[src/rtl/class_vote_filter.sv]
// Sliding-window majority vote over raw per-sweep class decisions, with an
// activity floor, so downstream LEDs/handshakes only see stable classifications.
module class_vote_filter #(
  parameter int          WINDOW    = 8,
  parameter int          THRESHOLD = 5,
  parameter logic [11:0] MIN_LEVEL = 12'h100,
  parameter int          CW        = 6
) (
  input  logic          clk,
  input  logic          rst,
  input  logic [1:0]    class_in,
  input  logic [11:0]   level_in,
  input  logic          class_valid,
  input  logic          clear,
  output logic [1:0]    decision,
  output logic          decision_active,
  output logic          decision_change,
  output logic [CW-1:0] confidence,
  output logic          window_full
);

  localparam int            FW      = $clog2(WINDOW + 1);
  localparam int            IDLE    = 4;
  localparam logic [CW-1:0] THR     = CW'(THRESHOLD);
  localparam logic [FW-1:0] FILLEND = FW'(WINDOW);

  typedef enum logic {FILL, TRACK} state_t;

  state_t        state_q, state_d;
  logic [2:0]    hist_q [WINDOW];
  logic [2:0]    hist_d [WINDOW];
  logic [CW-1:0] cnt_q  [5];
  logic [CW-1:0] cnt_d  [5];
  logic [FW-1:0] fill_q, fill_d;
  logic          wfull_q, wfull_d;
  logic [1:0]    dec_q, dec_d;
  logic          act_q, act_d;
  logic          chg_q, chg_d;

  logic [2:0] newEntry;
  logic [2:0] oldEntry;
  logic [2:0] incIdx;
  logic [2:0] decIdx;
  logic       hit;

  // Entry layout is {active, class}; inactive entries all vote into the idle counter.
  assign newEntry = {(level_in >= MIN_LEVEL), class_in};
  assign oldEntry = hist_q[WINDOW-1];
  assign incIdx   = newEntry[2] ? {1'b0, newEntry[1:0]} : 3'(IDLE);
  assign decIdx   = oldEntry[2] ? {1'b0, oldEntry[1:0]} : 3'(IDLE);

  always_comb begin
    state_d = state_q;
    hist_d  = hist_q;
    cnt_d   = cnt_q;
    fill_d  = fill_q;
    wfull_d = wfull_q;
    dec_d   = dec_q;
    act_d   = act_q;
    chg_d   = 1'b0;
    hit     = 1'b0;

    // Evaluation works on last cycle's counters, so it pipelines with the update below.
    if (state_q == TRACK) begin
      for (int c = 0; c < 4; c++) begin
        if (!hit && (cnt_q[c] >= THR)) begin
          dec_d = 2'(c);
          act_d = 1'b1;
          hit   = 1'b1;
        end
      end
      if (!hit && (cnt_q[IDLE] >= THR)) begin
        act_d = 1'b0;
      end
      chg_d = (dec_d != dec_q) || (act_d != act_q);
    end

    if (clear) begin
      state_d = FILL;
      fill_d  = '0;
      wfull_d = 1'b0;
      dec_d   = 2'd0;
      act_d   = 1'b0;
      chg_d   = 1'b0;
      for (int i = 0; i < WINDOW; i++) begin
        hist_d[i] = 3'd0;
      end
      for (int k = 0; k < 5; k++) begin
        cnt_d[k] = '0;
      end
    end else if (class_valid) begin
      hist_d[0] = newEntry;
      for (int i = 1; i < WINDOW; i++) begin
        hist_d[i] = hist_q[i-1];
      end
      cnt_d[incIdx] = cnt_q[incIdx] + CW'(1);
      // Applying the decrement on top of cnt_d makes a same-counter hit net to zero.
      if (state_q == TRACK) begin
        cnt_d[decIdx] = cnt_d[decIdx] - CW'(1);
      end
      if (state_q == FILL) begin
        fill_d = fill_q + FW'(1);
        if (fill_d == FILLEND) begin
          state_d = TRACK;
          wfull_d = 1'b1;
        end
      end
    end
  end

  always_ff @(posedge clk or posedge rst) begin
    if (rst) begin
      state_q <= FILL;
      fill_q  <= '0;
      wfull_q <= 1'b0;
      dec_q   <= 2'd0;
      act_q   <= 1'b0;
      chg_q   <= 1'b0;
      for (int i = 0; i < WINDOW; i++) begin
        hist_q[i] <= 3'd0;
      end
      for (int k = 0; k < 5; k++) begin
        cnt_q[k] <= '0;
      end
    end else begin
      state_q <= state_d;
      fill_q  <= fill_d;
      wfull_q <= wfull_d;
      dec_q   <= dec_d;
      act_q   <= act_d;
      chg_q   <= chg_d;
      hist_q  <= hist_d;
      cnt_q   <= cnt_d;
    end
  end

  assign decision        = dec_q;
  assign decision_active = act_q;
  assign decision_change = chg_q;
  assign confidence      = cnt_q[{1'b0, dec_q}];
  assign window_full     = wfull_q;

endmodule

[config.mk]
export PLATFORM = sky130hd
export DESIGN_NAME = class_vote_filter
export DESIGN_NICKNAME = d
export VERILOG_FILES = /design/src/rtl/class_vote_filter.sv
export SDC_FILE = /design/constraint.sdc
export NUM_CORES = 1
export LEC_CHECK = 0
export CORE_ASPECT_RATIO = 1.1
export CORE_MARGIN = 3
export CORE_UTILIZATION = 30
export DETAILED_ROUTE_END_ITERATION = 6
export DONT_BUFFER_PORTS = 1
export GPL_ROUTABILITY_DRIVEN = 0
export MAX_ROUTING_LAYER = met4
export SETUP_SLACK_MARGIN = 0.2
export SYNTH_ARGS = -nofsm -noshare
export SYNTH_HDL_FRONTEND = slang
export SYNTH_SLANG_ARGS = --single-unit
[constraint.sdc]
create_clock -name clk -period 3.7 [get_ports clk]
set_clock_uncertainty 0.2 [all_clocks]
set_input_delay 0.555 -clock clk [delete_from_list [all_inputs] [get_ports clk]]
set_output_delay 0.555 -clock clk [all_outputs]
set_load 0.05 [all_outputs]
==> impl_metrics.tcl, run 1 <==
set metrics [dict create \
    drive_above_1_share_pct 22.6 \
    path_depth 12 \
    tightest_slew_ns 1.12 \
    worstPathCellList "mux4_2 > nand2_2 > nand2_2 > ha_4 > buf_4 > and3_4 > xnor2_2 > nand2_1 > a41o_1 > or4b_4 > or4_4 > o211ai_1" \
    rsz0062_at_grt "yes" \
    r2r-start "cnt_q[24]" \
    grt_use_total_pct 18.8 \
    synthFlopType "dfrtp_1" \
    r2r_cells 12 \
    pwr-share-clk_pct 43.8 \
    antenna_found_initial 0 \
    finalHoldViolCount 0 \
    cp-startpoint "cnt_q[24]" \
    overflow 0 \
    critPathTopFamily "simple AND/OR/NAND/NOR gates" \
    min_from "clear" \
    wl_per_cell_um 20.1 \
    cp_max_fo 8 \
    cts_sinks 64 \
    die_h_um 134 \
    syn_to_final_growth_pct 20.9 \
    htree_levels 3 \
    met1Wirelength_um 6020 \
    yosys_warnings 0 \
    via_per_inst 5.94 \
    routed.top_layer "met4" \
    async_reset_ff_share_pct 100 \
    ys_top_cells_by_count "dfrtp_1 (64), nor2_1 (60), nand2_1 (41)" \
    cap_violations 0 \
    fp.dieW_um 123 \
    port_buffers 0 \
    power_switching_uw 467 \
    grt_pass1_vias 4271 \
    critPathArrivalTime_ns 3.54 \
    synthTopCellsByArea "dfrtp_1 (36%), mux2i_1 (6.7%), nor2_1 (5.0%), mux4_2 (4.5%), xnor2_1 (3.5%)" \
    routed_wl_um 14800 \
    slew_headroom_pct 25.6 \
    swShare_pct 26.2 \
    whs_path_depth 1 \
    synth.cell_area_mm2 0.00449 \
    cts_max_path_buffers 2 \
    dp_hpwl_um 10400 \
    min_path_type "primary input to register" \
    comb_power_share_pct 15.2 \
    grt_max_degree 67 \
    synth.distinct_cells 66 \
    grt_pass1_wl_um 23400 \
    fillers 1481 \
    cp-end-kind "register" \
    final_cell_area_mm2 0.00542 \
    synth_fp_nets 530 \
    rows 46 \
    post-route-min-period_ns 3.49 \
    ios 29 \
    die-area_mm2 0.0165 \
    cp_slowest_cell "or4b_4" \
    drc_errors 0 \
    synth_seq_cells 64 \
    pre_cts_ws_ns -0.217 \
    status "complete, no violations" \
    clock.fmax_ghz 0.286 \
    critical_path_class "register to register" \
    coreArea_mm2 0.0146 \
    worst_slack_ns 0.206 \
    worstPathRequired_ns 3.74 \
    met2_wirelength_um 6640 \
    powerDensity_mw_per_mm2 329 \
    synth_edf_count 0 \
    postRouteAntennaNets 0 \
    slowest_delay_ns 0.58 \
    clk_pin_slew_worst_paths_ns 0.06 \
    p_leak_nw 2.26 \
    seqPwrFrac_pct 41.0 \
    start_util_pct 30.8 \
    cts_tree "done" \
    p_int_mw 1.32 \
    startpoint_type "register" \
    critPathMostFrequentCell "nand2_2" \
    root_buffer "clkbuf_16" \
    synth_top_area_cell "dfrtp_1" \
    first_iter_violations 535 \
    vdd_ir_drop_max_mv 0.220 \
    worstSkewPairLatency_ns 0.33 \
    wl_met3_um 1380 \
    maxSlewViolCount 0 \
    place_area_mm2 0.00495 \
    numCtsBuffers 9 \
    synth.most_common_cell "dfrtp_1" \
    worst-path-buf-inv 1 \
    synth_top_area_share_pct 35.7 \
    first_pass_iters 5 \
    finalSetupViolCount 0 \
    syn_inst 509 \
    fin_nets 562 \
    num_antenna_cells 0 \
    post-route-period-util_pct 94.4 \
    synth_area_per_cell_um2 8.82 \
    yosysSeqAreaShare_pct 35.7 \
    num_vias 4380 \
]
==> through the flow <==
step	TNS, ns	hold WS, ns	power [mW]	std cells	util (%)
3_5_place_dp	-0.914	0.311	0.987	713	34.0
6_report	0	0.0932	1.79	737	37.2
5_1_grt	0	0.0827	1.86	737	37.2
2_1_floorplan	-1.20	0.286	0.928	509	-
3_3_place_gp	-0.691	0.302	0.983	713	34.0
4_1_cts	0	0.0792	1.78	730	36.1
==> worst paths after layout <==
check,endpoint,slack [ns]
setup reg to reg,cnt_q[17],0.21
max in group asynchronous,hist_q[15],2.31
hold reg to reg,hist_q[7],0.32
min in group asynchronous,hist_q[12],0.18
setup / recovery,cnt_q[17],0.21
hold / removal,hist_q[11],0.09
==> flip-flops by register name (all words and copies together) (netlist names) <==
signal and cells:
window_full 1, hist_q 21, decision 2, cnt_q 30
decision_change 1, oldEntry 3, state_q 1, fill_q 4
decision_active 1
==> routing by layer <==
metal | up-vias | track usage, %
li1 | 1948 | -
met4 | 0 | 8.40
met3 | 76 | 4.30
met2 | 270 | 28.1
met5 | - | -
met1 | 2086 | 24.3
==> power groups by stage <==
stage | registers, mW | logic [mW] | clock network [mW]
2_1_floorplan | 0.742 | 0.186 | 0
3_3_place_gp | 0.742 | 0.241 | 0
3_5_place_dp | 0.744 | 0.243 | 0
4_1_cts | 0.732 | 0.251 | 0.800
5_1_grt | 0.733 | 0.292 | 0.831
6_report | 0.733 | 0.271 | 0.782
==> final cells by class <==
| class | instances | area [um2] | share of cell area [%] |
|---|---|---|---|
| clock buffers | 12 | 256 | 4.73 |
| clock inverters | 3 | 17.5 | 0.323 |
| inverters | 19 | 71.3 | 1.31 |
| multi-input cells | 388 | 2790 | 51.4 |
| flip-flops and latches | 64 | 1600 | 29.5 |
| well taps | 192 | 240 | 4.43 |
| repair buffers | 59 | 450 | 8.30 |
==> what timing repair did <==
| item | in CTS | in global routing |
|---|---|---|
| setup endpoints to repair | 5 | 16 |
| hold buffers | 0 | 0 |
| gates resized for setup | 5 | 23 |
| pin swaps | 6 | 7 |
| cloned | 0 | 0 |
| setup buffers | 2 | 7 |
==> layout by cell type (no fill, tap or decap), types with 11 or more instances in the layout <==
master | Yosys | routed
dfrtp_1 | 64 | 64
nor2_1 | 60 | 58
buf_4 | 0 | 57
nand2_1 | 41 | 37
mux2i_1 | 30 | 29
a21oi_1 | 26 | 26
o21ai_0 | 21 | 20
nand3_1 | 18 | 18
inv_1 | 19 | 17
xnor2_1 | 18 | 16
nor3_1 | 16 | 15
o22ai_1 | 12 | 11
==> cells by family (layout without fill, tap and decap cells) <==
group                      Yosys count  after routing  synth area share (%)
AOI/OAI and AO/OA                  128            128                  20.1
xor gates and xnor gates            28             28                  5.46
adders and majority gates            3              3                 0.836
buffers and inverters               57             93                  5.32
DFF                                 64             64                  35.7
muxes                               42             42                  12.0
and+or+nand+nor                    187            187                  20.5
Note: power is estimated with default switching activity, not from simulation.
==> run 2, diff against run 1 <==
- CTS_CLUSTER_DIAMETER: unset -> 40
- SLEW_MARGIN: unset -> 20
==> impl_metrics.tcl, run 2 (synthesized netlist as in run 1, its figures left out) <==
set metrics [dict create \
    slew_headroom_pct 34.9 \
    tns_ns 0 \
    die_h_um 134 \
    postRouteAntennaNets 0 \
    slowest_delay_ns 0.59 \
    startpoint_type "register" \
    fp.dieW_um 123 \
    root_buffer "clkbuf_16" \
    r2r_slack_ns 0.20 \
    worst_slack_ns 0.203 \
    grt_max_degree 67 \
    cp_max_fo 8 \
    ios 29 \
    first_iter_violations 535 \
    start_util_pct 30.8 \
    layout_commonest_cell "dfrtp_1" \
    port_buffers 0 \
    post-route-min-period_ns 3.50 \
    fin_nets 562 \
    coreArea_mm2 0.0146 \
    vdd_ir_drop_max_mv 0.222 \
    mostFrequentLayoutCells "dfrtp_1 (64), nor2_1 (58), buf_4 (57)" \
    num_antenna_cells 0 \
    post-route-period-util_pct 94.5 \
    largest_reg_flops 30 \
    fin_total_pwr_mw 1.79 \
    drc_errors 0 \
    die-area_mm2 0.0165 \
    worstPathCellList "mux4_2 > nand2_2 > nand2_2 > ha_4 > buf_4 > and3_4 > xnor2_2 > nand2_1 > a41o_1 > or4b_4 > or4_4 > o211ai_1" \
    worst-path-buf-inv 1 \
    powerDensity_mw_per_mm2 329 \
    finalHoldViolCount 0 \
    grt_pass1_vias 4271 \
    tightest_slew_ns 0.967 \
    cts_tree "done" \
    numCtsBuffers 9 \
    busiest_layer "met2" \
    antenna_found_initial 0 \
    grt_pass1_wl_um 23400 \
    cp-end-kind "register" \
    critPathTopFamily "simple AND/OR/NAND/NOR gates" \
    first_pass_iters 5 \
    met2_usage_pct 28.1 \
    critPathMostFrequentCell "nand2_2" \
    maxSlewViolCount 0 \
    clock.fmax_ghz 0.286 \
    multiInputGateArea_mm2 0.00279 \
    routed_wl_um 14800 \
    whs_ns 0.0805 \
    drive_above_1_share_pct 22.6 \
    met3_usage_pct 4.30 \
    fillers 1482 \
    worstSkewPairLatency_ns 0.34 \
    clk_pin_slew_worst_paths_ns 0.05 \
    grt_use_total_pct 18.8 \
    worstPathRequired_ns 3.74 \
    via_per_inst 5.94 \
    htree_levels 3 \
    wl_per_cell_um 20.1 \
    min_path_type "primary input to async pin" \
    utilization_pct 37.3 \
    largest_register "cnt_q" \
    rows 46 \
    critPathArrivalTime_ns 3.54 \
    cts_max_path_buffers 2 \
    use_met1_pct 24.3 \
    finalSetupViolCount 0 \
    rsz0062_at_grt "yes" \
    status "complete, no violations" \
    cap_violations 0 \
    num_vias 4378 \
    cts_sinks 64 \
    overflow 0 \
    final-seq-area_mm2 0.00160 \
    cp_slowest_cell "or4b_4" \
    pre_cts_ws_ns -0.217 \
    reg_top3 "cnt_q: 30 flops, hist_q: 21 flops, fill_q: 4 flops" \
    syn_to_final_growth_pct 20.9 \
    p_leak_nw 2.25 \
    critical_path_class "register to register" \
    dp_hpwl_um 10400 \
]
run 2: cell types whose count changed in the layout (fill, tap and decap cells not counted):
| cell | before | now |
|---|---|---|
| clkinv_2 | 2 | 3 |
| inv_2 | 2 | 1 |
run 2: path summary, 6_finish.rpt:
check / startpoint / to / depth (start not counted)
hold / removal: rst / hist_q[12] / 1
setup / recovery: cnt_q[24] / cnt_q[17] / 12
setup reg to reg: cnt_q[24] / cnt_q[17] / 12
max in group asynchronous: rst / hist_q[15] / 2
min in group clk: clear / hist_q[11] / 1
hold reg to reg: hist_q[7] / hist_q[7] / 2
run 2: repair_timing:
action	in CTS	in global routing
pin swaps	6	7
resized for setup	5	23
buffers inserted	2	7
endpoints found under the setup margin	5	16
hold buffers	0	0
run 2: area by class of cell:
cell class	count	share of cell area, %
clock inverters	3	0.323
repair buffers	59	8.30
well taps	192	4.43
inverters	19	1.34
flip-flops and latches	64	29.5
clock buffers	12	4.73
multi-input cells	388	51.4
run 2: stage by stage:
| stage | cells | instance area (um2) |
|---|---|---|
| floorplan | 509 | 4540 |
| global placement | 713 | 4950 |
| detailed placement | 713 | 4950 |
| CTS | 730 | 5260 |
| global route | 737 | 5430 |
| finish | 737 | 5430 |
run 2: routing by layer:
layer / share of wire (%) / up-vias
li1: - / 1949
met1: 41 / 2096
met2: 45 / 260
met3: 9.1 / 73
met4: 5.1 / 0
met5: 0 / -
run 2: where the power goes:
group | total, mW | internal [mW] | switching [mW]
combinational | 0.271 | 0.118 | 0.153
sequential | 0.733 | 0.717 | 0.0152
clock | 0.783 | 0.483 | 0.299
total | 1.79 | 1.32 | 0.468
